--- config.mk ---
export PLATFORM = sky130hd
export DESIGN_NAME = hazard_sched
export DESIGN_NICKNAME = d
export VERILOG_FILES = /design/src/rtl/hazard_pkg.sv /design/src/rtl/hazard_shadow_stage.sv /design/src/rtl/hazard_sched.sv
export SDC_FILE = /design/constraint.sdc
export NUM_CORES = 1
export LEC_CHECK = 0
export ABC_AREA = 1
export BUFFER_PORTS_ARGS = -buffer_cell sky130_fd_sc_hd__buf_4
export CORE_MARGIN = 10
export CORE_UTILIZATION = 30
export DETAILED_ROUTE_END_ITERATION = 8
export SLEW_MARGIN = 0
export SYNTH_ARGS = -nofsm -noshare
export SYNTH_HDL_FRONTEND = slang
export SYNTH_SLANG_ARGS = --single-unit
--- constraint.sdc ---
create_clock -name clk -period 2.3 [get_ports clk]
set_clock_uncertainty 0.05 [all_clocks]
set_input_delay 0.115 -clock clk [delete_from_list [all_inputs] [get_ports clk]]
set_output_delay 0.115 -clock clk [all_outputs]
set_load 0.1 [all_outputs]
--- src/rtl/hazard_pkg.sv ---
// Shared encodings and the shadow-entry record for the ID-stage hazard scheduler.
// Optype values must track the decoder's hazard optype encoding.
package hazard_pkg;

    // Shadow entries store rd zero-extended to this width so the record type is fixed.
    localparam int RA_MAX = 8;

    localparam logic [1:0] OPT_NONE = 2'b00;
    localparam logic [1:0] OPT_ALU  = 2'b01;
    localparam logic [1:0] OPT_LD   = 2'b10;
    localparam logic [1:0] OPT_SD   = 2'b11;

    localparam logic [1:0] FWD_RF      = 2'b00;
    localparam logic [1:0] FWD_EX_ALU  = 2'b01;
    localparam logic [1:0] FWD_MEM_ALU = 2'b10;
    localparam logic [1:0] FWD_MEM_LD  = 2'b11;

    typedef struct packed {
        logic              valid;
        logic [RA_MAX-1:0] rd;
        logic [1:0]        optype;
        logic              sdfwd;
    } shadow_entry_t;

endpackage

--- src/rtl/hazard_shadow_stage.sv ---
// One registered shadow entry mirroring a pipeline stage occupant.
// Holds when en is low; clr loads an invalid entry (bubble) on an enabled edge.
module hazard_shadow_stage
    import hazard_pkg::*;
(
    input  logic          clk,
    input  logic          rst,
    input  logic          en,
    input  logic          clr,
    input  shadow_entry_t d,
    output shadow_entry_t q
);

    always_ff @(posedge clk or posedge rst) begin
        if (rst) begin
            q <= '0;
        end else if (en) begin
            q <= clr ? '0 : d;
        end
    end

endmodule

--- src/rtl/hazard_sched.sv ---
// ID-stage hazard scheduler: stall, flush and operand-forward selects from a
// shadow copy of the EX and MEM occupants, plus a saturating load-use stall counter.
module hazard_sched
    import hazard_pkg::*;
#(
    parameter int RA_W  = 5,
    parameter int CNT_W = 32
) (
    input  logic             clk,
    input  logic             rst,
    input  logic             id_valid,
    input  logic [RA_W-1:0]  id_rs1,
    input  logic [RA_W-1:0]  id_rs2,
    input  logic             id_rs1use,
    input  logic             id_rs2use,
    input  logic [RA_W-1:0]  id_rd,
    input  logic [1:0]       id_optype,
    input  logic             id_redirect,
    input  logic             mem_busy,
    output logic             pc_en,
    output logic             ifid_en,
    output logic             ifid_flush,
    output logic             idex_flush,
    output logic [1:0]       fwd_a,
    output logic [1:0]       fwd_b,
    output logic             mem_sd_fwd,
    output logic [CNT_W-1:0] stall_cnt
);

    shadow_entry_t ex_p1, mem_p2, id_p0;
    logic ex_ld_a, ex_ld_b, sd_exc, stall, bubble, run;
    logic [1:0] sel_a, sel_b;

    function automatic logic hit(shadow_entry_t e, logic [RA_W-1:0] rs);
        return e.valid && (e.optype == OPT_ALU || e.optype == OPT_LD) &&
               e.rd == RA_MAX'(rs) && rs != '0;
    endfunction

    function automatic logic [1:0] fwd_sel(logic use_rs, logic [RA_W-1:0] rs,
                                           shadow_entry_t ex, shadow_entry_t mem);
        if (!use_rs)                                 return FWD_RF;
        if (hit(ex, rs) && ex.optype == OPT_ALU)     return FWD_EX_ALU;
        if (hit(mem, rs) && mem.optype == OPT_ALU)   return FWD_MEM_ALU;
        if (hit(mem, rs) && mem.optype == OPT_LD)    return FWD_MEM_LD;
        return FWD_RF;
    endfunction

    // ---- ID stage: hazard detection against the shadow EX/MEM entries ----
    always_comb begin
        ex_ld_a = id_rs1use && hit(ex_p1, id_rs1) && ex_p1.optype == OPT_LD;
        ex_ld_b = id_rs2use && hit(ex_p1, id_rs2) && ex_p1.optype == OPT_LD;
        // A store whose only dependency on the load is its data waits for it in MEM instead.
        sd_exc  = id_valid && id_optype == OPT_SD && ex_ld_b && !ex_ld_a;
        stall   = id_valid && (ex_ld_a || ex_ld_b) && !sd_exc;
        run     = !mem_busy;
        bubble  = stall && run;
        sel_a   = fwd_sel(id_rs1use, id_rs1, ex_p1, mem_p2);
        sel_b   = sd_exc ? FWD_RF : fwd_sel(id_rs2use, id_rs2, ex_p1, mem_p2);

        id_p0.valid  = id_valid;
        id_p0.rd     = RA_MAX'(id_rd);
        id_p0.optype = id_optype;
        id_p0.sdfwd  = sd_exc;
    end

    always_comb begin
        pc_en      = 1'b0;
        ifid_en    = 1'b0;
        ifid_flush = 1'b1;
        idex_flush = 1'b1;
        fwd_a      = FWD_RF;
        fwd_b      = FWD_RF;
        mem_sd_fwd = 1'b0;
        if (!rst) begin
            pc_en      = !stall && run;
            ifid_en    = !stall && run;
            ifid_flush = id_redirect && id_valid && !stall && run;
            idex_flush = bubble;
            fwd_a      = sel_a;
            fwd_b      = sel_b;
            mem_sd_fwd = mem_p2.valid && mem_p2.sdfwd;
        end
    end

    // ---- ID -> EX boundary ----
    hazard_shadow_stage u_ex (
        .clk (clk),
        .rst (rst),
        .en  (run),
        .clr (bubble),
        .d   (id_p0),
        .q   (ex_p1)
    );

    // ---- EX -> MEM boundary ----
    hazard_shadow_stage u_mem (
        .clk (clk),
        .rst (rst),
        .en  (run),
        .clr (1'b0),
        .d   (ex_p1),
        .q   (mem_p2)
    );

    always_ff @(posedge clk or posedge rst) begin
        if (rst) begin
            stall_cnt <= '0;
        end else if (bubble && !(&stall_cnt)) begin
            stall_cnt <= stall_cnt + 1'b1;
        end
    end

endmodule
==> impl_metrics.toml <==
[placed_design]
finalWeightedCongestion = 0.935
placed_cell_area_um2 = 4240
port_buffers = 64
post-dp-hpwl_um = 8590
dp.cells = 722

[floorplanning]
dieArea_um2 = 16500
core_area_um2 = 11500
die_w_um = 129
start_util_pct = 30.8
pin_count = 65
die_height_um = 129
placementRows = 39

[setup_path]
required_ps = 2130
crit_fanout = 6
cp-start-kind = "flip-flop"
endpoint_kind = "output port"
crit_type = "reg -> out"
crit_arrival_ps = 2170
rr_worst_depth = 15

[clock_network]
clock_latency_ps = 290
cts.sinks = 50
root_buffer = "clkbuf_16"
cts_buffers = 5
h-tree-depth = 2
clk_pin_slew_ps = 70
tritoncts = "yes"
clock_path_buffers = 2

[global_routing]
grt_pass1_wl_um = 18600
grt_max_degree = 48
grt_use_total_pct = 13.6
grt.overflow.total = 0
first_global_vias = 3623
antenna_found_initial = 0

[logic_synthesis]
synth_top_area_share_pct = 35.4
seq_area_frac_synth_pct = 35.4
ys_top_cells_by_count = "nand2_1 (187), nor2_1 (59), dfrtp_1 (50)"
synth_area_leaders = "dfrtp_1 (35%), nand2_1 (20%), nand4_1 (7.3%), nor2_1 (6.3%), inv_1 (5.2%)"
synth_ff_type = "dfrtp_1"
synth-async-reset-ratio_pct = 100
synthCells = 523
avgSynthCellArea_um2 = 6.76
yosysMostFrequentCell = "nand2_1"
synth_area_leader_cell = "dfrtp_1"
ys_ff_latch = 50
syn_nets = 552
synth_area_um2 = 3530
yosys_warnings = 0
synth_cell_types = 31
synth_edf_count = 0

[timing]
tns_ps = -35.7
worst_slack_ps = -31.0
rsz0062_at_grt = "true"
fmax_mhz = 429
finalHoldViolCount = 0
setup-violations-final = 3
worst_pin_slew_ps = 638
finalCritPeriodShare_pct = 101
fin_crit_ps = 2330
maxSlewViolCount = 0
relSlewSlack_pct = 57.5

[detailed_routing]
drc_errors = 0
wl_per_cell_um = 15.5
drt_wl_total_um = 11500
ant_nets = 0
drtIter0Drc = 314
dr_total_vias = 3681
viasPerCell = 4.96
dr.pass1.iters = 4

[layout]
drive_gt1_share_pct = 23.4
fillCellCount = 1181
design_area_um2 = 4640
layout.nets = 627
antenna_cells = 0
final_cells = 742
area_delta_synth_final_pct = 31.3

[pwr]
power.leakage_nw = 2.28
fin_total_pwr_mw = 2.03
power.density_nw_per_um2 = 437
vdd_drop_max_uv = 237

[status]
violations = "setup timing"
status = "finished, violations left"

[run]
drv_cap = 0

[min_path]
min_path_cells = 3
hp-class = "in -> reg"
==> metal layers <==
| layer | global-route usage, % | share of wire, % | vias up |
|---|---|---|---|
| met5 | 0 | 0 | - |
| met4 | 3.60 | 1.1 | 0 |
| met3 | 3.08 | 5.1 | 11 |
| met2 | 22.9 | 48 | 95 |
| met1 | 17.1 | 45 | 1736 |
| li1 | - | - | 1839 |
==> per-stage QoR <==
step                util (%)  hold WS (ps)  setup slack [ps]
floorplan                  -           128              -624
global route            40.4          28.8              -205
global placement        37.0          22.4               200
detailed placement      37.0          24.2               139
finish                  40.4          12.2             -31.0
CTS                     38.9          17.7              4.74
==> flip-flops by register name (all words and copies together) (netlist names) <==
signal and flops:
u_ex.q 9, stall_cnt 32, u_mem.q 9
==> layout by cell type, fill, tap and decap left out, types with 8 or more instances in the layout <==
cell type  instances
nand2_1          183
buf_4             75
nor2_1            52
inv_1             45
dfrtp_1           45
nand4_1           41
nand3_1           21
xor2_1            17
o21ai_0           16
nand2_2           15
nor3_1            10
nand3b_1           8
==> power by group <==
group / total [mW] / internal [mW] / leakage [nW] / switching (mW)
Clock: 0.754 / 0.432 / 0.0739 / 0.322
Combinational: 0.331 / 0.120 / 1.55 / 0.212
Sequential: 0.943 / 0.911 / 0.661 / 0.0319
==> critical path: stages (launching register included) <==
cell and delay (ps):
dfrtp_1 390, inv_2 90, ha_4 200, inv_2 40
nand2_2 50, nor2_2 90, nand2_1 70, nor2_2 170
nand4_1 160, nand2_2 170, nand2_8 90, nand4_1 110
nand2_2 80, buf_12 170
==> logic make-up (layout without fill, tap and decap cells) <==
kind of cell	after synthesis	in the layout	share of synthesized area, %
buffers and inverters	68	144	8.11
XOR/XNOR	24	24	5.95
AND/OR/NAND/NOR	352	352	45.1
flip-flops	50	50	35.4
AO/OA/AOI/OAI	24	24	3.68
adder cells (fa/ha/maj)	5	5	1.77
==> area by class of cell <==
cell class              count  area, um^2  share of cell area (%)
clock buffers               7         143                    3.08
multi-input cells         405        2120                    45.8
flip-flops and latches     50        1260                    27.1
clock inverters             1        5.00                   0.108
repair buffers             85         734                    15.8
well taps                 143         179                    3.86
inverters                  51         195                    4.21
==> repair_timing <==
| action | CTS | global route |
|---|---|---|
| hold buffers | 1 | 0 |
| endpoints found under the setup margin | 6 | 22 |
| hold endpoints to repair | 3 | 0 |
| pin swaps | 2 | 13 |
| setup buffers | 2 | 9 |
| gates resized for setup | 12 | 24 |
==> final timing paths <==
kind	from	to	slack, ps
max	u_ex.q[1]	ifid_flush	-30
min	id_rd[0]	u_ex.q[3]	10
max reg2reg	u_ex.q[1]	stall_cnt[17]	50
min reg2reg	u_ex.q[0]	u_mem.q[0]	450
max in group asynchronous	rst	stall_cnt[5]	990
min in group asynchronous	rst	u_ex.q[7]	290
No activity file was read; power rests on OpenSTA's default activity.
